==> config.mk <==
export PLATFORM = sky130hd
export DESIGN_NAME = sat_accumulator
export DESIGN_NICKNAME = d
export VERILOG_FILES = /design/src/rtl/sat_accumulator.sv
export SDC_FILE = /design/constraint.sdc
export NUM_CORES = 1
export LEC_CHECK = 0
export BUFFER_PORTS_ARGS = -buffer_cell sky130_fd_sc_hd__buf_2
export CORE_MARGIN = 10
export CORE_UTILIZATION = 53
export CTS_BUF_LIST = sky130_fd_sc_hd__clkbuf_8 sky130_fd_sc_hd__clkbuf_16
export CTS_CLUSTER_DIAMETER = 60
export DETAILED_ROUTE_END_ITERATION = 8
export GPL_TIMING_DRIVEN = 0
export PLACE_DENSITY = 0.92
export SLEW_MARGIN = 10
export SYNTH_ARGS = -nofsm -noshare
export SYNTH_HDL_FRONTEND = slang
export SYNTH_SLANG_ARGS = --single-unit
==> constraint.sdc <==
create_clock -name clk -period 4.5 [get_ports clk]
set_input_delay 0.225 -clock clk [delete_from_list [all_inputs] [get_ports clk]]
set_output_delay 0.225 -clock clk [all_outputs]
set_load 0.02 [all_outputs]
==> src/rtl/sat_accumulator.sv <==
`default_nettype none
// +--------------------------------------------------------------------------+
// | Module   : sat_accumulator                                               |
// | Purpose  : Per-neuron reduction stage. Sums exactly FANIN signed terms   |
// |            plus a bias using width-bit two's-complement saturating       |
// |            addition, then holds one registered result for downstream.   |
// | Ports    : clk        - clock, all state changes on the rising edge      |
// |            reset_n    - synchronous active-low reset                     |
// |            bias       - bias, sampled with the first term of a group     |
// |            in_data    - signed product term                              |
// |            in_valid   - in_data is valid                                 |
// |            in_ready   - block accepts a term (ACCUM state)               |
// |            out_data   - accumulated result (registered)                  |
// |            out_valid  - out_data holds a completed result (HOLD state)   |
// |            out_ready  - downstream accepts the result                    |
// |            ovf        - saturation occurred in this result               |
// |                         (only with SAT_ACC_OVF_FLAG_EN defined)          |
// | Options  : SAT_ACC_OVF_FLAG_EN - adds the registered ovf flag            |
// | Revision : 1.0 - initial release                                         |
// +--------------------------------------------------------------------------+
module sat_accumulator #(
   parameter int WIDTH = 8,
   parameter int FANIN = 4
) (
   input  logic             clk,
   input  logic             reset_n,
   input  logic [WIDTH-1:0] bias,
   input  logic [WIDTH-1:0] in_data,
   input  logic             in_valid,
   output logic             in_ready,
   output logic [WIDTH-1:0] out_data,
   output logic             out_valid,
   input  logic             out_ready
`ifdef SAT_ACC_OVF_FLAG_EN
   ,
   output logic             ovf
`endif
);

   // Term counter is at least one bit wide so FANIN=1 still builds.
   localparam int CNT_W = (FANIN > 1) ? $clog2(FANIN) : 1;

   localparam logic [CNT_W-1:0] c_LAST_CNT = CNT_W'(FANIN - 1);
   localparam logic [WIDTH-1:0] c_POS_MAX  = {1'b0, {(WIDTH-1){1'b1}}};
   localparam logic [WIDTH-1:0] c_NEG_MAX  = {1'b1, {(WIDTH-1){1'b0}}};

   typedef enum logic [0:0] {
      S_ACCUM = 1'b0,
      S_HOLD  = 1'b1
   } state_t;

   state_t             state_q;
   logic [CNT_W-1:0]   cnt_q;
   logic [WIDTH-1:0]   acc_q;
   logic [WIDTH-1:0]   acc_d;

   logic               w_first;
   logic               w_last;
   logic [WIDTH-1:0]   w_op_a;
   logic [WIDTH-1:0]   w_raw;
   logic               w_sat;

   // The first term of a group adds to the bias instead of the previous
   // result, which is how the held value gets discarded.
   assign w_first = (cnt_q == '0);
   assign w_last  = (cnt_q == c_LAST_CNT);
   assign w_op_a  = w_first ? bias : acc_q;
   assign w_raw   = w_op_a + in_data;

   // Overflow only when both operands share a sign and the sum flips it.
   assign w_sat   = (w_op_a[WIDTH-1] == in_data[WIDTH-1]) &&
                    (w_raw[WIDTH-1]  != w_op_a[WIDTH-1]);
   assign acc_d   = w_sat ? (w_op_a[WIDTH-1] ? c_NEG_MAX : c_POS_MAX) : w_raw;

   // Handshake outputs depend on the state register only.
   assign in_ready  = (state_q == S_ACCUM);
   assign out_valid = (state_q == S_HOLD);
   assign out_data  = acc_q;

`ifdef SAT_ACC_OVF_FLAG_EN
   logic ovf_q;
   logic ovf_d;

   // The flag restarts with each group and sticks until the next group.
   assign ovf_d = w_first ? w_sat : (ovf_q | w_sat);
   assign ovf   = ovf_q;
`endif

   always_ff @(posedge clk) begin
      if (!reset_n) begin
         state_q <= S_ACCUM;
         cnt_q   <= '0;
         acc_q   <= '0;
`ifdef SAT_ACC_OVF_FLAG_EN
         ovf_q   <= 1'b0;
`endif
      end else begin
         case (state_q)
            S_ACCUM: begin
               if (in_valid) begin
                  acc_q <= acc_d;
`ifdef SAT_ACC_OVF_FLAG_EN
                  ovf_q <= ovf_d;
`endif
                  if (w_last) begin
                     cnt_q   <= '0;
                     state_q <= S_HOLD;
                  end else begin
                     cnt_q   <= cnt_q + 1'b1;
                  end
               end
            end
            S_HOLD: begin
               if (out_ready) begin
                  state_q <= S_ACCUM;
               end
            end
            default: begin
               state_q <= S_ACCUM;
            end
         endcase
      end
   end

endmodule
`default_nettype wire
==> results of run 1 <==
-- routing by layer --
metal | GRT usage [%] | up-vias | routed length, um
li1 | - | 422 | -
met5 | 0 | - | 0
met4 | 6.84 | 0 | 12
met1 | 12.0 | 392 | 860
met3 | 1.85 | 2 | 125
met2 | 24.0 | 21 | 1270
-- flip-flops by register name, summed over array words and instances, names as in the netlist --
signal and count:
out_data 8, cnt_q 2, out_valid 1
-- critical path: cells and delay by family (launching register included) --
kind,cells,cell delay [ps]
buffers and inverters,2,240
AO/OA/AOI/OAI,2,500
flip-flops,1,320
AND/OR/NAND/NOR,3,670
multiplexers,1,370
adder cells (fa/ha/maj),2,460
-- cell families (layout without fill, tap and decap cells) --
kind of cell / after synthesis / count (layout) / synth area share [%]
simple gates: 31 / 31 / 20.7
compound gates: 23 / 23 / 21.3
fa+ha+maj: 11 / 11 / 16.2
flops: 11 / 11 / 24.5
mux: 8 / 8 / 10.0
buf+inv: 7 / 40 / 3.34
xor+xnor: 4 / 4 / 3.90
-- power by group through the flow --
stage,registers [mW],logic (mW),clock network (mW)
global placement,0.118,0.155,0
finish,0.117,0.164,0.0969
floorplan,0.128,0.112,0
global route,0.118,0.180,0.104
detailed placement,0.119,0.165,0
CTS,0.117,0.165,0.0965
-- synthesized netlist by cell type --
master | number | area share (%)
a211oi_1 | 2 | 1.7
a211oi_4 | 1 | 2.2
a21oi_1 | 4 | 2.2
a31oi_1 | 1 | 0.70
and2_1 | 2 | 1.4
buf_4 | 1 | 0.84
clkbuf_1 | 2 | 0.84
dfxtp_1 | 11 | 25
fa_1 | 1 | 2.2
ha_1 | 10 | 14
inv_1 | 4 | 1.7
mux2_2 | 8 | 10
nand2_1 | 4 | 1.7
nand3_1 | 1 | 0.56
nand3b_1 | 2 | 1.7
nor2_1 | 11 | 4.6
nor2b_1 | 4 | 2.8
nor3_2 | 1 | 1.1
nor3b_1 | 2 | 1.7
nor4_4 | 1 | 2.4
o2111ai_1 | 1 | 0.98
o211ai_1 | 1 | 0.84
o21a_1 | 1 | 0.84
o21ai_0 | 4 | 2.2
o221a_1 | 7 | 8.8
o31ai_1 | 1 | 0.84
or3b_2 | 1 | 0.98
or4_1 | 1 | 0.84
or4b_1 | 1 | 1.1
xnor2_1 | 3 | 2.9
xor2_1 | 1 | 0.98
-- path summary, 6_finish.rpt --
kind	from	end	slack, ps
worst max-delay path	cnt_q[0]$_SDFFE_PN0P_	out_data[2]$_SDFFE_PN0P_	1800
worst min-delay path	reset_n	out_data[7]$_SDFFE_PN0P_	240
worst max register to register	cnt_q[0]$_SDFFE_PN0P_	out_data[2]$_SDFFE_PN0P_	1800
worst min register to register	out_data[7]$_SDFFE_PN0P_	out_data[7]$_SDFFE_PN0P_	560
-- layout make-up --
| type | instances | area [um2] |
|---|---|---|
| buffer | 3 | 15.0 |
| multi-input combinational | 77 | 648 |
| timing repair buffer | 29 | 145 |
| clock buffer | 3 | 41.3 |
| inverter | 4 | 15.0 |
| tap | 16 | 20.0 |
| sequential | 11 | 220 |
| fill | 122 | 450 |
| clock inverter | 1 | 3.75 |
-- metrics by stage --
step	power, mW	instances	area (um2)	util [%]
floorplan	0.240	95	898	-
global placement	0.273	140	1060	68.2
detailed placement	0.284	140	1060	68.2
CTS	0.379	144	1110	71.1
global route	0.402	144	1110	71.1
finish	0.377	144	1110	71.1
==> metrics, run 1 <==
Clock Pin Slew Worst Setup and Hold Paths=50 ps; max_slew headroom=between 70% and 80%; I/O Pins=30; largest net degree at the start of global routing=11; register area share after synthesis=between 20% and 30%; Clk Latency, worst-skew pair=240 ps; Die Height=around 60 um; Hold Vio Cnt, Final=0; Final Max Tran Viols=0; sequential share of power=between 30% and 40%; Routed WL=2260 um; Pre-antenna DRT Iters=4; Final TNS setup=0 ps; worst setup margin=1800 ps; DR WL/cell=15.7 um; register bit total from synthesis=11; DPL Wire Length=around 1900 um; cell depth of the worst flop-to-flop path=10; vias=around 840; Fin Clk Skew=0.554 ps; min cycle time layout=2700 ps; Syn. warnings=0; Setup crit start kind=flop; commonest cells after routing, fill and taps aside=buf_2 (29), nor2_1 (11), dfxtp_1 (11), ha_1 (10), mux2_2 (8); most used cell along the critical path=ha_1; Residual DRC=0; CP max stage delay=440 ps; Final Setup Violations=0; antenna cells=0; Max clock buf depth=2; CP required=4620 ps; CTS tree=built; Cell Int Power=between 0.2 and 0.25 mW; # rows=14; Mean Syn Cell Area=~9.5 um2; net switching power=~0.13 mW; worst-path cell chain=inv_1 -> ha_1 -> buf_4 -> mux2_2 -> ha_1 -> a211oi_4 -> nor3_2 -> nor4_4 -> nor2_1 -> o221a_1; Post-Synthesis Cells=95; pwr dens=341 mW/mm2; Post-CTS Hold Fix Bufs=0; htree depth=1; Place WS=1810 ps; Die W=61.2 um; worst hold path type=input port to flop; initial DRC count=11; Leak=0.499 nW; kind of critical path=flop to flop; CP endpoint kind=flop; switching share of power=35.2%; TritonCTS sink count=11; Syn Nets=about 130; Max Clk Rate=370 MHz; share of layout cells above drive strength 1=35.2%; Comb power frac=43.4%; Port Buf Inserts=29; Starting Density=57.6%; Final ANT Viol Nets=0; mapped cell area=approximately 900 um2; status=complete, no violations; P&R area growth vs syn=23.4%; worst-path maximum fanout=8; hold path depth=3; worst hold margin=239 ps; Peak VDD IR=0.155 mV; post-cts resize count=0; post-synthesis cell type count=31; most common cell after layout, fill and taps aside=buf_2; RSZ-0062 raised after global routing=false; GP Congestion=0.735; arrival time worst endpoint=2820 ps; CTS buffer count=3; worst-margin pin slew=423 ps; initial antenna violation count=0; total gr overflow=0; Clock power frac=25.7%; MaxCap Viol Count=0; GR Util All Layers=12.3%; Max stage delay cell, worst path=nor4_4; period utilization=60.0%; first-pass GRT wire length=3550 um; Die ar.=0.00374 mm2; vias in the first global route=838; CTS root buffer=clkbuf_8; post-CTS setup buffer count=0; Core Area=approximately 0.0016 mm2; Layout Nets=160; DR vias/cell=a little under 6
(Power assumes the default switching activity.)
==> run 2: changes to the inputs <==
--- a/config.mk
+++ b/config.mk
@@ -5,14 +5,15 @@
 export SDC_FILE = /design/constraint.sdc
 export NUM_CORES = 1
 export LEC_CHECK = 0
+export ABC_AREA = 1
 export BUFFER_PORTS_ARGS = -buffer_cell sky130_fd_sc_hd__buf_2
 export CORE_MARGIN = 10
-export CORE_UTILIZATION = 53
+export CORE_UTILIZATION = 50
 export CTS_BUF_LIST = sky130_fd_sc_hd__clkbuf_8 sky130_fd_sc_hd__clkbuf_16
 export CTS_CLUSTER_DIAMETER = 60
 export DETAILED_ROUTE_END_ITERATION = 8
 export GPL_TIMING_DRIVEN = 0
-export PLACE_DENSITY = 0.92
+export PLACE_DENSITY = 0.88
 export SLEW_MARGIN = 10
 export SYNTH_ARGS = -nofsm -noshare
 export SYNTH_HDL_FRONTEND = slang
==> constraint.sdc (replaced) <==
create_clock -name clk -period 2.7 [get_ports clk]
set_input_delay 0.135 -clock clk [delete_from_list [all_inputs] [get_ports clk]]
set_output_delay 0.135 -clock clk [all_outputs]
set_load 0.02 [all_outputs]
==> run 2 against run 1 <==
Sequential power grew 67%. Synthesized cell count increased by 28%. Sequential share of layout area is 1.0 points lower. Wire length increased by 1.5%. Register-to-register slack worse by 1500 ps. Critical path type unchanged. Critical endpoint is now out_data[3]$_SDFFE_PN0P_. Largest cell class unchanged.
==> metrics, run 2 <==
share of layout cells above drive strength 1=36.1% (+0.97 points); Max clock buf depth=2 (unchanged); register area share after synthesis=23.3% (-1.2 points); Final ANT Viol Nets=0 (unchanged); post-synthesis async set-or-reset flop share=0% (unchanged); I/O Pins=30 (unchanged); Clock power frac=24.1% (-1.6 points); Setup crit start kind=flop; Mean Syn Cell Area=7.75 um2 (-18%); first-pass GRT wire length=4040 um (+14%); max_slew headroom=79.0% (+7.5 points); period utilization=87.2% (+27 points); initial DRC count=20 (+9); RSZ-0062 raised after global routing=false; commonest cells after routing, fill and taps aside=buf_2 (29), nand2_1 (25), inv_1 (16), a21oi_1 (11), dfxtp_1 (11); switching share of power=38.8% (+3.5 points); initial antenna violation count=0 (unchanged); worst path bufs/invs=3 (+1); MaxCap Viol Count=0 (unchanged); CTS buffer count=3 (unchanged); Final Setup Violations=0 (unchanged); CP max stage delay=350 ps (-90 ps); Hold Vio Cnt, Final=0 (unchanged); TritonCTS sink count=11 (unchanged); worst hold margin=146 ps (-93.0 ps); post-synthesis cell type count=26 (-16%); CP required=2820 ps (-1800 ps); status=complete, no violations; # rows=15 (+1); Most used DFF post-synth=dfxtp_1; count leader, synth=nand2_1; register bit total from synthesis=11 (unchanged); post-cts resize count=0 (unchanged); CTS root buffer=clkbuf_8; EDFF count, synth=0 (unchanged); Final Max Tran Viols=0 (unchanged); top cell type's share of synthesized area=23.3% (-1.2 points); Comb power frac=47.2% (+3.8 points); P&R area growth vs syn=23.4% (about the same); Final TNS setup=0 ps (unchanged); Leak=0.610 nW (+22%); final core utilization=66.2% (-4.9 points); worst hold path type=input port to flop; pwr dens=580 mW/mm2 (+70%); DR vias/cell=4.99 (-14%); antenna cells=0 (unchanged); mapped cell area=946 um2 (+5.3%); most common cell after layout, fill and taps aside=buf_2; DR WL/cell=12.8 um (-19%); Cell Int Power=0.414 mW (+70%); post-CTS setup buffer count=0 (unchanged); min cycle time layout=2360 ps (-345 ps); kind of critical path=flop to flop; Core Area=0.00176 mm2 (+13%); Clock Pin Slew Worst Setup and Hold Paths=50 ps (about the same); leading area contributor after synthesis=dfxtp_1; GP Congestion=0.740 (+0.71%); worst-margin pin slew=315 ps (-109 ps); Residual DRC=0 (unchanged); Die W=63.5 um (+3.8%); DPL Wire Length=1980 um (+3.4%); Post-synth top cells=nand2_1 (25), inv_1 (15), a21oi_1 (11), dfxtp_1 (11); worst-path maximum fanout=9 (+1); Port Buf Inserts=29 (unchanged); GR Util All Layers=11.8% (-0.53 points); largest net degree at the start of global routing=11 (unchanged); Post-Synthesis Cells=122 (+28%); top post-synthesis cells by area=dfxtp_1 (23%), ha_1 (13%), nand2_1 (9.9%); Syn. warnings=0 (unchanged); Clk Latency, worst-skew pair=240 ps (about the same); Post-CTS Hold Fix Bufs=0 (unchanged); vias in the first global route=968 (+16%); Die Height=63.5 um (+3.8%); total gr overflow=0 (unchanged); Pre-antenna DRT Iters=4 (unchanged); Max stage delay cell, worst path=mux2_2; Die ar.=0.00403 mm2 (+7.7%); Syn Nets=153 (+21%); Peak VDD IR=0.281 mV (+81%); Fin Clk Skew=5.26 ps (+4.71 ps); Starting Density=53.6% (-4.0 points); CP endpoint kind=flop; Layout Nets=187 (+17%); vias=899 (+7.4%); Routed WL=2300 um (+1.5%); arrival time worst endpoint=2470 ps (-350 ps); net switching power=0.263 mW (+97%); overall power=0.677 mW (+79%); CTS tree=built; htree depth=1 (unchanged); Max Clk Rate=425 MHz (+15%); delay-heaviest family, CP=compound AO/OA/AOI/OAI gates; sequential share of power=28.7% (-2.2 points); worst-path cell chain=inv_1 -> ha_1 -> buf_4 -> mux2_2 -> ha_1 -> nand2_2 -> inv_1 -> a21oi_4 -> nand2_4 -> a21oi_4 -> a21oi_1; max FFs per register=8 (unchanged)
## run 2: per-layer routing
| layer | vias up | track usage (%) | part of all wire, % |
|---|---|---|---|
| met5 | - | 0 | 0 |
| met3 | 5 | 1.94 | 4.0 |
| met4 | 0 | 6.28 | 2.0 |
| met1 | 405 | 12.0 | 41 |
| li1 | 470 | - | - |
| met2 | 19 | 22.1 | 53 |
## run 2: path summary, 6_finish.rpt
| kind | start | to | slack, ps | depth (start not counted) |
|---|---|---|---|---|
| setup / recovery | cnt_q[0]$_SDFFE_PN0P_ | out_data[3]$_SDFFE_PN0P_ | 340 | 11 |
| hold / removal | reset_n | out_data[7]$_SDFFE_PN0P_ | 150 | 3 |
| setup reg to reg | cnt_q[0]$_SDFFE_PN0P_ | out_data[3]$_SDFFE_PN0P_ | 340 | 11 |
| hold reg to reg | cnt_q[1]$_SDFFE_PN0P_ | cnt_q[1]$_SDFFE_PN0P_ | 490 | 2 |
## run 2: cell type report
type,count,area [um2]
multi-input cells,94,658
inverters,15,56.3
flip-flops and latches,11,220
plain buffers,2,11.3
fillers,185,597
well taps,25,31.3
repair buffers,29,145
clock inverters,1,3.75
clock buffers,3,41.3
## run 2: per-stage QoR
| stage | cell area (um2) | setup WS, ps | instances |
|---|---|---|---|
| 6_report | 1170 | 344 | 180 |
| 5_1_grt | 1170 | 187 | 180 |
| 4_1_cts | 1170 | 329 | 180 |
| 3_5_place_dp | 1120 | 340 | 176 |
| 3_3_place_gp | 1120 | 411 | 176 |
| 2_1_floorplan | 946 | 575 | 122 |
## run 2: logic make-up after synthesis
| logic type | Yosys count | synth area share, % |
|---|---|---|
| xor+xnor | 3 | 2.78 |
| flops | 11 | 23.3 |
| mux | 7 | 8.33 |
| compound gates | 26 | 16.9 |
| buf+inv | 17 | 7.14 |
| simple gates | 47 | 26.2 |
| fa+ha+maj | 11 | 15.3 |
## run 2: power groups by stage
stage	logic (mW)	registers (mW)	clock network, mW
floorplan	0.227	0.215	0
global placement	0.308	0.196	0
detailed placement	0.322	0.198	0
CTS	0.323	0.195	0.164
global route	0.364	0.197	0.173
finish	0.319	0.195	0.163
## run 2: worst reg2reg max path, cell delays in order, from the launching register on
cell and delay [ps]:
dfxtp_1 320, inv_1 80, ha_1 150, buf_4 180, mux2_2 350, ha_1 350, nand2_2 110, inv_1 70
a21oi_4 210, nand2_4 90, a21oi_4 230, a21oi_1 110
==> run 3: changes to the inputs <==
--- a/config.mk
+++ b/config.mk
@@ -8,12 +8,13 @@
 export ABC_AREA = 1
 export BUFFER_PORTS_ARGS = -buffer_cell sky130_fd_sc_hd__buf_2
 export CORE_MARGIN = 10
-export CORE_UTILIZATION = 50
+export CORE_UTILIZATION = 45
 export CTS_BUF_LIST = sky130_fd_sc_hd__clkbuf_8 sky130_fd_sc_hd__clkbuf_16
 export CTS_CLUSTER_DIAMETER = 60
 export DETAILED_ROUTE_END_ITERATION = 8
 export GPL_TIMING_DRIVEN = 0
-export PLACE_DENSITY = 0.88
+export HOLD_SLACK_MARGIN = 0.12
+export PLACE_DENSITY = 0.84
 export SLEW_MARGIN = 10
 export SYNTH_ARGS = -nofsm -noshare
 export SYNTH_HDL_FRONTEND = slang
==> constraint.sdc (replaced) <==
create_clock -name clk -period 2.15 [get_ports clk]
set_input_delay 0.1075 -clock clk [delete_from_list [all_inputs] [get_ports clk]]
set_output_delay 0.1075 -clock clk [all_outputs]
set_load 0.02 [all_outputs]
==> run 3 against run 2 <==
The run now ends with setup timing left. Cell area is 29% higher. Global-route usage is 1.6 points higher. Cell count is 7.2% higher. Setup slack worse by 430 ps. Combinational power is 97% higher. Clock power is 37% higher. Sequential cell count stayed put. Critical path depth is 1 higher. Sequential share of layout area is 4.1 points lower. Non-clock buffer count is 11 higher. Core utilization is 10 points higher. Critical path type unchanged. Largest power group unchanged.
==> metrics, run 3 (same netlist as run 2, synthesis figures left out) <==
Cell Int Power=0.642 mW (+55%); sequential share of power=22.5% (-6.2 points); Pre-antenna DRT Iters=4 (unchanged); max FFs per register=8 (unchanged); GR Util All Layers=13.3% (+1.6 points); DR vias/cell=5.30 (+6.1%); Setup crit start kind=flop; Max Clk Rate=448 MHz (+5.5%); first-pass GRT wire length=4530 um (+12%); P&R area growth vs syn=59.5%; worst hold path type=input port to flop; Clk Latency, worst-skew pair=250 ps (about the same); arrival time worst endpoint=2370 ps (-100 ps); Routed WL=3300 um (+44%); Final Setup Violations=8 (+8); RSZ-0062 raised after global routing=true; DPL Wire Length=1950 um (-1.6%); period utilization=104% (+17 points); Starting Density=47.7% (-5.9 points); worst-margin pin slew=354 ps (+39.5 ps); Residual DRC=0 (unchanged); MaxCap Viol Count=0 (unchanged); Clock Pin Slew Worst Setup and Hold Paths=60 ps (about the same); largest net degree at the start of global routing=11 (unchanged); Core Area=0.00198 mm2 (+12%); DR WL/cell=17.1 um (+34%); kind of critical path=flop to flop; initial DRC count=43 (+110%); Die ar.=0.00434 mm2 (+7.5%); worst-path maximum fanout=5 (-4); placed cells=178 (+1.1%); Peak VDD IR=0.535 mV (+91%); # rows=16 (+1); CP required=2290 ps (-530 ps); max_slew headroom=76.4% (-2.6 points); CP endpoint kind=flop; CTS tree=built; total gr overflow=0 (unchanged); Clock power frac=20.2% (-3.9 points); failing checks=setup timing; switching share of power=41.7% (+2.9 points); Storage cell area=223 um2 (+1.1%); Die W=65.8 um (+3.7%); status=finished with violations; Post-Layout Cell Count=193 (+7.2%); Multi-input gate area=891 um2 (+35%); GP Congestion=0.802 (+8.4%); Max clock buf depth=2 (unchanged); pwr dens=729 mW/mm2 (+26%); Comb power frac=57.2% (+10 points); Port Buf Inserts=29 (unchanged); CTS buffer count=3 (unchanged); CTS root buffer=clkbuf_8; Final Max Tran Viols=0 (unchanged); Final ANT Viol Nets=0 (unchanged); initial antenna violation count=0 (unchanged); vias in the first global route=1004 (+3.7%); TritonCTS sink count=11 (unchanged); I/O Pins=30 (unchanged); htree depth=1 (unchanged); Final TNS setup=-545 ps (-545 ps); Hold Vio Cnt, Final=0 (unchanged); Layout fillers=124 (-33%); net switching power=0.459 mW (+75%); share of layout cells above drive strength 1=59.6% (+24 points); vias=1023 (+14%); most common cell after layout, fill and taps aside=buf_2; Place WS=-185 ps (-526 ps); Fin Clk Skew=6.62 ps (+1.36 ps); Layout Nets=198 (+5.9%); antenna cells=0 (unchanged); Die Height=65.8 um (+3.7%); Leak=0.712 nW (+17%); worst setup margin=-83.8 ps (-428 ps); min cycle time layout=2230 ps (-122 ps); commonest cells after routing, fill and taps aside=buf_2 (29), nand2_1 (18), inv_1 (12), o21ai_0 (10), dfxtp_1 (9)
## run 3: cell count changes in the layout (fill, tap and decap cells not counted), moves of 4 or more
cell,previous run,this run
a21oi_1,11,3
a21oi_2,0,8
buf_4,1,7
buf_6,0,4
ha_1,10,2
ha_4,0,8
inv_1,16,12
mux2_2,7,0
mux2_4,0,7
nand2_1,25,18
nand2_2,4,8
## run 3: power by group through the flow
stage	Combinational, mW	Clock (mW)	Sequential, mW
5_1_grt	0.678	0.234	0.250
4_1_cts	0.487	0.219	0.245
3_5_place_dp	0.402	0	0.248
2_1_floorplan	0.285	0	0.270
6_report	0.630	0.223	0.248
3_3_place_gp	0.387	0	0.246
## run 3: path summary, 6_finish.rpt
check,start,endpoint,slack [ps],cells after the start
setup / recovery,cnt_q[1]$_SDFFE_PN0P_,out_data[3]$_SDFFE_PN0P_,-80,12
hold reg to reg,cnt_q[0]$_SDFFE_PN0P_,cnt_q[0]$_SDFFE_PN0P_,500,2
setup reg to reg,cnt_q[1]$_SDFFE_PN0P_,out_data[3]$_SDFFE_PN0P_,-80,12
hold / removal,out_ready,out_valid$_SDFF_PN0_,130,3
## run 3: critical path: stages, from the launching register on
cell,delay (ps)
dfxtp_2,330
inv_2,80
ha_4,160
buf_6,140
mux2_4,320
ha_4,260
nand2_4,90
inv_4,40
a21oi_4,230
nand2_4,100
a21oi_4,170
buf_6,140
a21oi_2,50
## run 3: metal layers
| layer | vias to the layer above | global-route usage [%] | routed length, um | part of all wire (%) |
|---|---|---|---|---|
| met3 | 18 | 5.25 | 230 | 7.0 |
| met1 | 462 | 13.8 | 1250 | 38 |
| met2 | 48 | 22.7 | 1720 | 52 |
| met5 | - | 0 | 0 | 0 |
| met4 | 0 | 6.95 | 102 | 3.1 |
| li1 | 495 | - | - | - |
## run 3: repair_timing
item	4_1_cts	5_1_grt
hold buffers	1	0
setup buffers	3	6
endpoints found under the hold margin	1	0
pin swaps	9	19
resized for setup	27	28
gates cloned	1	0
endpoints found under the setup margin	7	7
## run 3: cell type report
type / instances / area share, %
plain buffers: 2 / 0.995
clock buffers: 3 / 2.74
clock inverters: 1 / 0.332
inverters: 15 / 3.90
multi-input cells: 94 / 59.0
flip-flops and latches: 11 / 14.8
well taps: 27 / 2.24
repair buffers: 40 / 16.0
## run 3: through the flow
step | utilization (%) | total power, mW | instance area, um2 | hold WS [ps]
after floorplan | - | 0.555 | 946 | 246
after global placement | 56.8 | 0.633 | 1120 | 371
after detailed placement | 56.8 | 0.649 | 1120 | 372
after CTS | 67.6 | 0.951 | 1340 | 134
after global routing | 76.1 | 1.16 | 1510 | 148
final | 76.1 | 1.10 | 1510 | 133
